===== config.mk =====
export PLATFORM = sky130hd
export DESIGN_NAME = fetch_buffer
export DESIGN_NICKNAME = d
export VERILOG_FILES = /design/src/rtl/fetch_buffer.sv
export SDC_FILE = /design/constraint.sdc
export NUM_CORES = 1
export LEC_CHECK = 0
export CAP_MARGIN = 20
export CORE_ASPECT_RATIO = 2
export CORE_UTILIZATION = 50
export DETAILED_ROUTE_END_ITERATION = 16
export PLACE_DENSITY = 0.76
export SYNTH_ARGS = -nofsm -noshare
export SYNTH_HDL_FRONTEND = slang
export SYNTH_SLANG_ARGS = --single-unit
export TNS_END_PERCENT = 20

===== constraint.sdc =====
create_clock -name clk -period 3.7 [get_ports clk]
set_input_delay 0.74 -clock clk [delete_from_list [all_inputs] [get_ports clk]]
set_output_delay 0.74 -clock clk [all_outputs]
set_load 0.01 [all_outputs]

===== src/rtl/fetch_buffer.sv =====
// Instruction-fetch front end: sequential word reads into a small {pc, instr} FIFO drained by decode.
// A redirect flushes the FIFO; an in-flight read is waited out and its data dropped.
module fetch_buffer #(
    parameter int          DEPTH    = 4,
    parameter logic [31:0] RESET_PC = 32'h60
) (
    input  logic        clk,
    input  logic        rst,
    output logic        imem_read,
    output logic [31:0] imem_address,
    input  logic        imem_resp,
    input  logic [31:0] imem_rdata,
    input  logic        redirect,
    input  logic [31:0] redirect_pc,
    input  logic        deq,
    output logic        valid,
    output logic [31:0] pc_out,
    output logic [31:0] instr_out
);
    localparam int AW = $clog2(DEPTH);
    localparam logic [AW:0] DEPTH_C = (AW+1)'(DEPTH);

    typedef enum logic [1:0] {IDLE, BUSY, KILL} state_t;

    state_t        state_q;
    logic [31:0]   fetch_pc_q;
    logic          read_q;
    logic [31:0]   addr_q;
    logic [AW-1:0] head_q, head_d;
    logic [AW-1:0] tail_q, tail_d;
    logic [AW:0]   count_q, count_d;
    logic [31:0]   pc_mem    [DEPTH];
    logic [31:0]   instr_mem [DEPTH];

    logic        deq_fire;
    logic        push;
    logic [31:0] target_pc;

    assign target_pc = redirect_pc & ~32'h3;
    assign deq_fire  = deq && (count_q != '0) && !redirect;
    assign push      = (state_q == BUSY) && imem_resp && !redirect;

    always_comb begin
        head_d  = head_q;
        tail_d  = tail_q;
        count_d = count_q;
        if (redirect) begin
            head_d  = tail_q;
            count_d = '0;
        end else begin
            if (push)
                tail_d = tail_q + 1'b1;
            if (deq_fire)
                head_d = head_q + 1'b1;
            count_d = count_q + (AW+1)'(push) - (AW+1)'(deq_fire);
        end
    end

    // In IDLE count_d already reflects this cycle's deq, so the slot is reserved before issuing.
    always_ff @(posedge clk) begin
        if (rst) begin
            state_q    <= IDLE;
            read_q     <= 1'b0;
            addr_q     <= RESET_PC;
            fetch_pc_q <= RESET_PC;
            head_q     <= '0;
            tail_q     <= '0;
            count_q    <= '0;
        end else begin
            head_q  <= head_d;
            tail_q  <= tail_d;
            count_q <= count_d;
            case (state_q)
                IDLE: begin
                    if (redirect) begin
                        fetch_pc_q <= target_pc;
                    end else if (count_d < DEPTH_C) begin
                        addr_q  <= fetch_pc_q;
                        read_q  <= 1'b1;
                        state_q <= BUSY;
                    end
                end
                BUSY: begin
                    if (imem_resp) begin
                        read_q     <= 1'b0;
                        state_q    <= IDLE;
                        fetch_pc_q <= redirect ? target_pc : fetch_pc_q + 32'd4;
                    end else if (redirect) begin
                        fetch_pc_q <= target_pc;
                        state_q    <= KILL;
                    end
                end
                KILL: begin
                    if (redirect)
                        fetch_pc_q <= target_pc;
                    if (imem_resp) begin
                        read_q  <= 1'b0;
                        state_q <= IDLE;
                    end
                end
                default: begin
                    read_q  <= 1'b0;
                    state_q <= IDLE;
                end
            endcase
        end
    end

    always_ff @(posedge clk) begin
        if (push) begin
            pc_mem[tail_q]    <= addr_q;
            instr_mem[tail_q] <= imem_rdata;
        end
    end

    assign imem_read    = read_q;
    assign imem_address = addr_q;
    assign valid        = (count_q != '0);
    assign pc_out       = pc_mem[head_q];
    assign instr_out    = instr_mem[head_q];
endmodule


==> impl_metrics.env <==
export IMPL_clock_fmax_mhz=303
export IMPL_cts_hold_buf=0
export IMPL_cts_tree="done"
export IMPL_slew_headroom_pct=53.4
export IMPL_ir_worst_vdd_uv=347
export IMPL_ys_ff_latch=332
export IMPL_first_iter_violations=540
export IMPL_worstPathRequired_ns=2.96
export IMPL_rr_startpoint="count_q[2]"
export IMPL_arrival_ns=2.56
export IMPL_syn_nets=902
export IMPL_grt_overflow_total=0
export IMPL_drive_above_1_share_pct=14.7
export IMPL_avgSynthCellArea_sq_um=15.9
export IMPL_synth_edf_count=256
export IMPL_dieWidth_microns=116
export IMPL_rr_endpoint="imem_address[10]"
export IMPL_wl_per_cell_microns=20.2
export IMPL_clkTransAtPathRegs_ns=0.06
export IMPL_drt_vias_per_instance=5.71
export IMPL_design_core_area_sq_um=25700
export IMPL_placedCellCount=1305
export IMPL_synthCells=821
export IMPL_netSwitchingPower_uw=1560
export IMPL_dieArea_sq_um=26800
export IMPL_reg2reg_setup_slack_ns=0.78
export IMPL_port_buffers=164
export IMPL_holdWs_ns=0.457
export IMPL_crit_fanout=18
export IMPL_p_int_uw=5940
export IMPL_final_hold_violation_count=0
export IMPL_period_needed_ns=3.30
export IMPL_post_route_util_pct=62.8
export IMPL_antenna_left=0
export IMPL_dp_hpwl_microns=18000
export IMPL_swShare_pct=20.7
export IMPL_post_cts_setup_buffers=0
export IMPL_yosysTopAreaCellShare_pct=58.8
export IMPL_start_util_pct=51.0
export IMPL_status="finished, final reports clean"
export IMPL_tns_ns=0
export IMPL_async_flop_share_pct=0
export IMPL_grt_usage_pct=21.1
export IMPL_worstRegToRegCells=13
export IMPL_die_h_microns=231
export IMPL_final_common_cell="edfxtp_1"
export IMPL_fillers=1933
export IMPL_maxSlewViolCount=0
export IMPL_worst_setup_path_type="reg2out"
export IMPL_cts_buffers=27
export IMPL_insertion_delay_ns=0.54
export IMPL_cts_root_buf="clkbuf_16"
export IMPL_ys_seq_area_share_pct=70.4
export IMPL_antenna_found_initial=0
export IMPL_drt_pass1_iterations=5
export IMPL_cts_htree_levels=1
export IMPL_combPwrFrac_pct=8.0
export IMPL_pre_cts_slack_ns=0.0903
export IMPL_first_global_vias=7892
export IMPL_setup_viol=0
export IMPL_finalCritPeriodShare_pct=89.1
export IMPL_setup_slack_ns=0.404
export IMPL_diodes=0
export IMPL_drc=0
export IMPL_p_leak_uw=0.00512
export IMPL_rsz0062_at_grt="false"
export IMPL_gp_congestion=0.910
export IMPL_powerDensity_nw_per_um2=465
export IMPL_clockBufferDepth=3
export IMPL_final_cell_mix="edfxtp_1 (256), clkdlybuf4s50_1 (163), nand2_1 (86), dfxtp_1 (74), mux4_2 (64)"
export IMPL_yosys_warnings=0
export IMPL_syn_area_sq_um=13100
export IMPL_synth_top_area_cell="edfxtp_1"
export IMPL_start_kind="register"
export IMPL_ys_flop_type="edfxtp_1"
export IMPL_maxCapViolCount=0
export IMPL_p_clk_share_pct=36.5
export IMPL_hp_class="reg2reg"
export IMPL_final_nets=1075
export IMPL_vias=7731
export IMPL_grt_max_degree=61
export IMPL_wl_microns=27400
export IMPL_area_growth_pct=23.2
export IMPL_tightestPinTransition_ns=0.693
export IMPL_io_pin_count=167
export IMPL_grt_pass1_wl_microns=42800
export IMPL_critPathCapture="pc_out[22]"
export IMPL_final_cells=1354
export IMPL_fin_worst_skew_ns=0.0183
export IMPL_yosysUniqueCellTypes=68
export IMPL_pwr_share_seq_pct=55.5
export IMPL_cp_end_kind="output pin"
export IMPL_cts_resized=0
export IMPL_synth_top_cells_by_area="edfxtp_1 (59%), dfxtp_1 (12%), mux4_2 (11%), nand2_1 (2.5%), a21oi_1 (2.0%)"
export IMPL_cts_sinks=332
export IMPL_std_cell_rows=83
==> cells in the mapped netlist (all sizes together), types with 3 or more instances <==
cell type  count
o22ai          5
a211oi         6
nor4           9
clkbuf        33
a2bb2oi        4
edfxtp       256
nor2          36
and4           4
dfxtp         76
buf           14
xnor2          6
nand3         21
and3          13
inv           14
a22oi          8
or3            3
nand2b         3
a21oi         53
mux2i          3
ha            11
o21a           3
a31oi          4
or2            4
o31ai          4
nand4          9
o21ai         12
mux4          64
nand2         87
nor3          18
nor4b          3
==> cell type report <==
cell class	instances	area, sq um	share of cell area, %
clock buffer	39	744	4.62
clock inverter	10	95.1	0.590
inverter	16	60.1	0.373
multi-input combinational	426	3620	22.5
sequential	332	9220	57.2
tap	340	425	2.64
timing repair buffer	191	1940	12.0
==> critical path, cell delays in order, from the launching register on <==
cell,delay [ns]
dfxtp_4,0.63
buf_4,0.34
mux4_2,0.54
clkdlybuf4s50_1,0.50
==> per-layer routing <==
metal,part of all wire (%),GRT usage [%],up-vias
met5,0,0,-
met4,3.5,8.57,0
met3,4.5,2.02,56
met2,56,39.5,243
met1,36,24.0,3878
li1,-,-,3554
==> logic make-up (layout without fill, tap and decap cells) <==
kind of cell	count (synthesis)	in the layout	synth area share, %
DFF	332	332	70.4
buffers and inverters	63	256	2.06
AOI/OAI and AO/OA	118	118	5.78
and+or+nand+nor	221	221	8.65
xor gates and xnor gates	8	8	0.641
muxes	67	67	11.3
adders and majority gates	12	12	1.21
==> sequential cells by signal, summed over array words and instances (netlist names), named ones only <==
name / flops
state_q: 2
fetch_pc_q: 32
head_q: 2
imem_address: 32
instr_mem: 128
pc_mem: 128
tail_q: 2
count_q: 3
imem_read: 1
==> stage by stage <==
step                      instance area (sq um)  total power (uW)
final                                     16100              7490
after global placement                    15300              4830
after CTS                                 16100              7560
after detailed placement                  15300              4850
after global routing                      16100              7750
after floorplan                           13100              4510
==> worst min-delay path by stage <==
stage,start,endpoint,slack [ns],cells past startpoint
final,fetch_pc_q[1],imem_address[1],0.46,2
after global routing,fetch_pc_q[1],imem_address[1],0.48,2
after CTS,fetch_pc_q[1],imem_address[1],0.46,2
after detailed placement,fetch_pc_q[1],imem_address[1],0.45,2
after global placement,fetch_pc_q[1],imem_address[1],0.45,2
after floorplan,fetch_pc_q[0],imem_address[0],0.43,2
==> power by group through the flow <==
| stage | sequential (uW) | clock [uW] | combinational, uW |
|---|---|---|---|
| after global placement | 4240 | 0 | 597 |
| after global routing | 4170 | 2930 | 648 |
| after CTS | 4160 | 2800 | 608 |
| after detailed placement | 4240 | 0 | 606 |
| after floorplan | 4210 | 0 | 304 |
| final | 4160 | 2730 | 601 |
(Power assumes the default switching activity.)
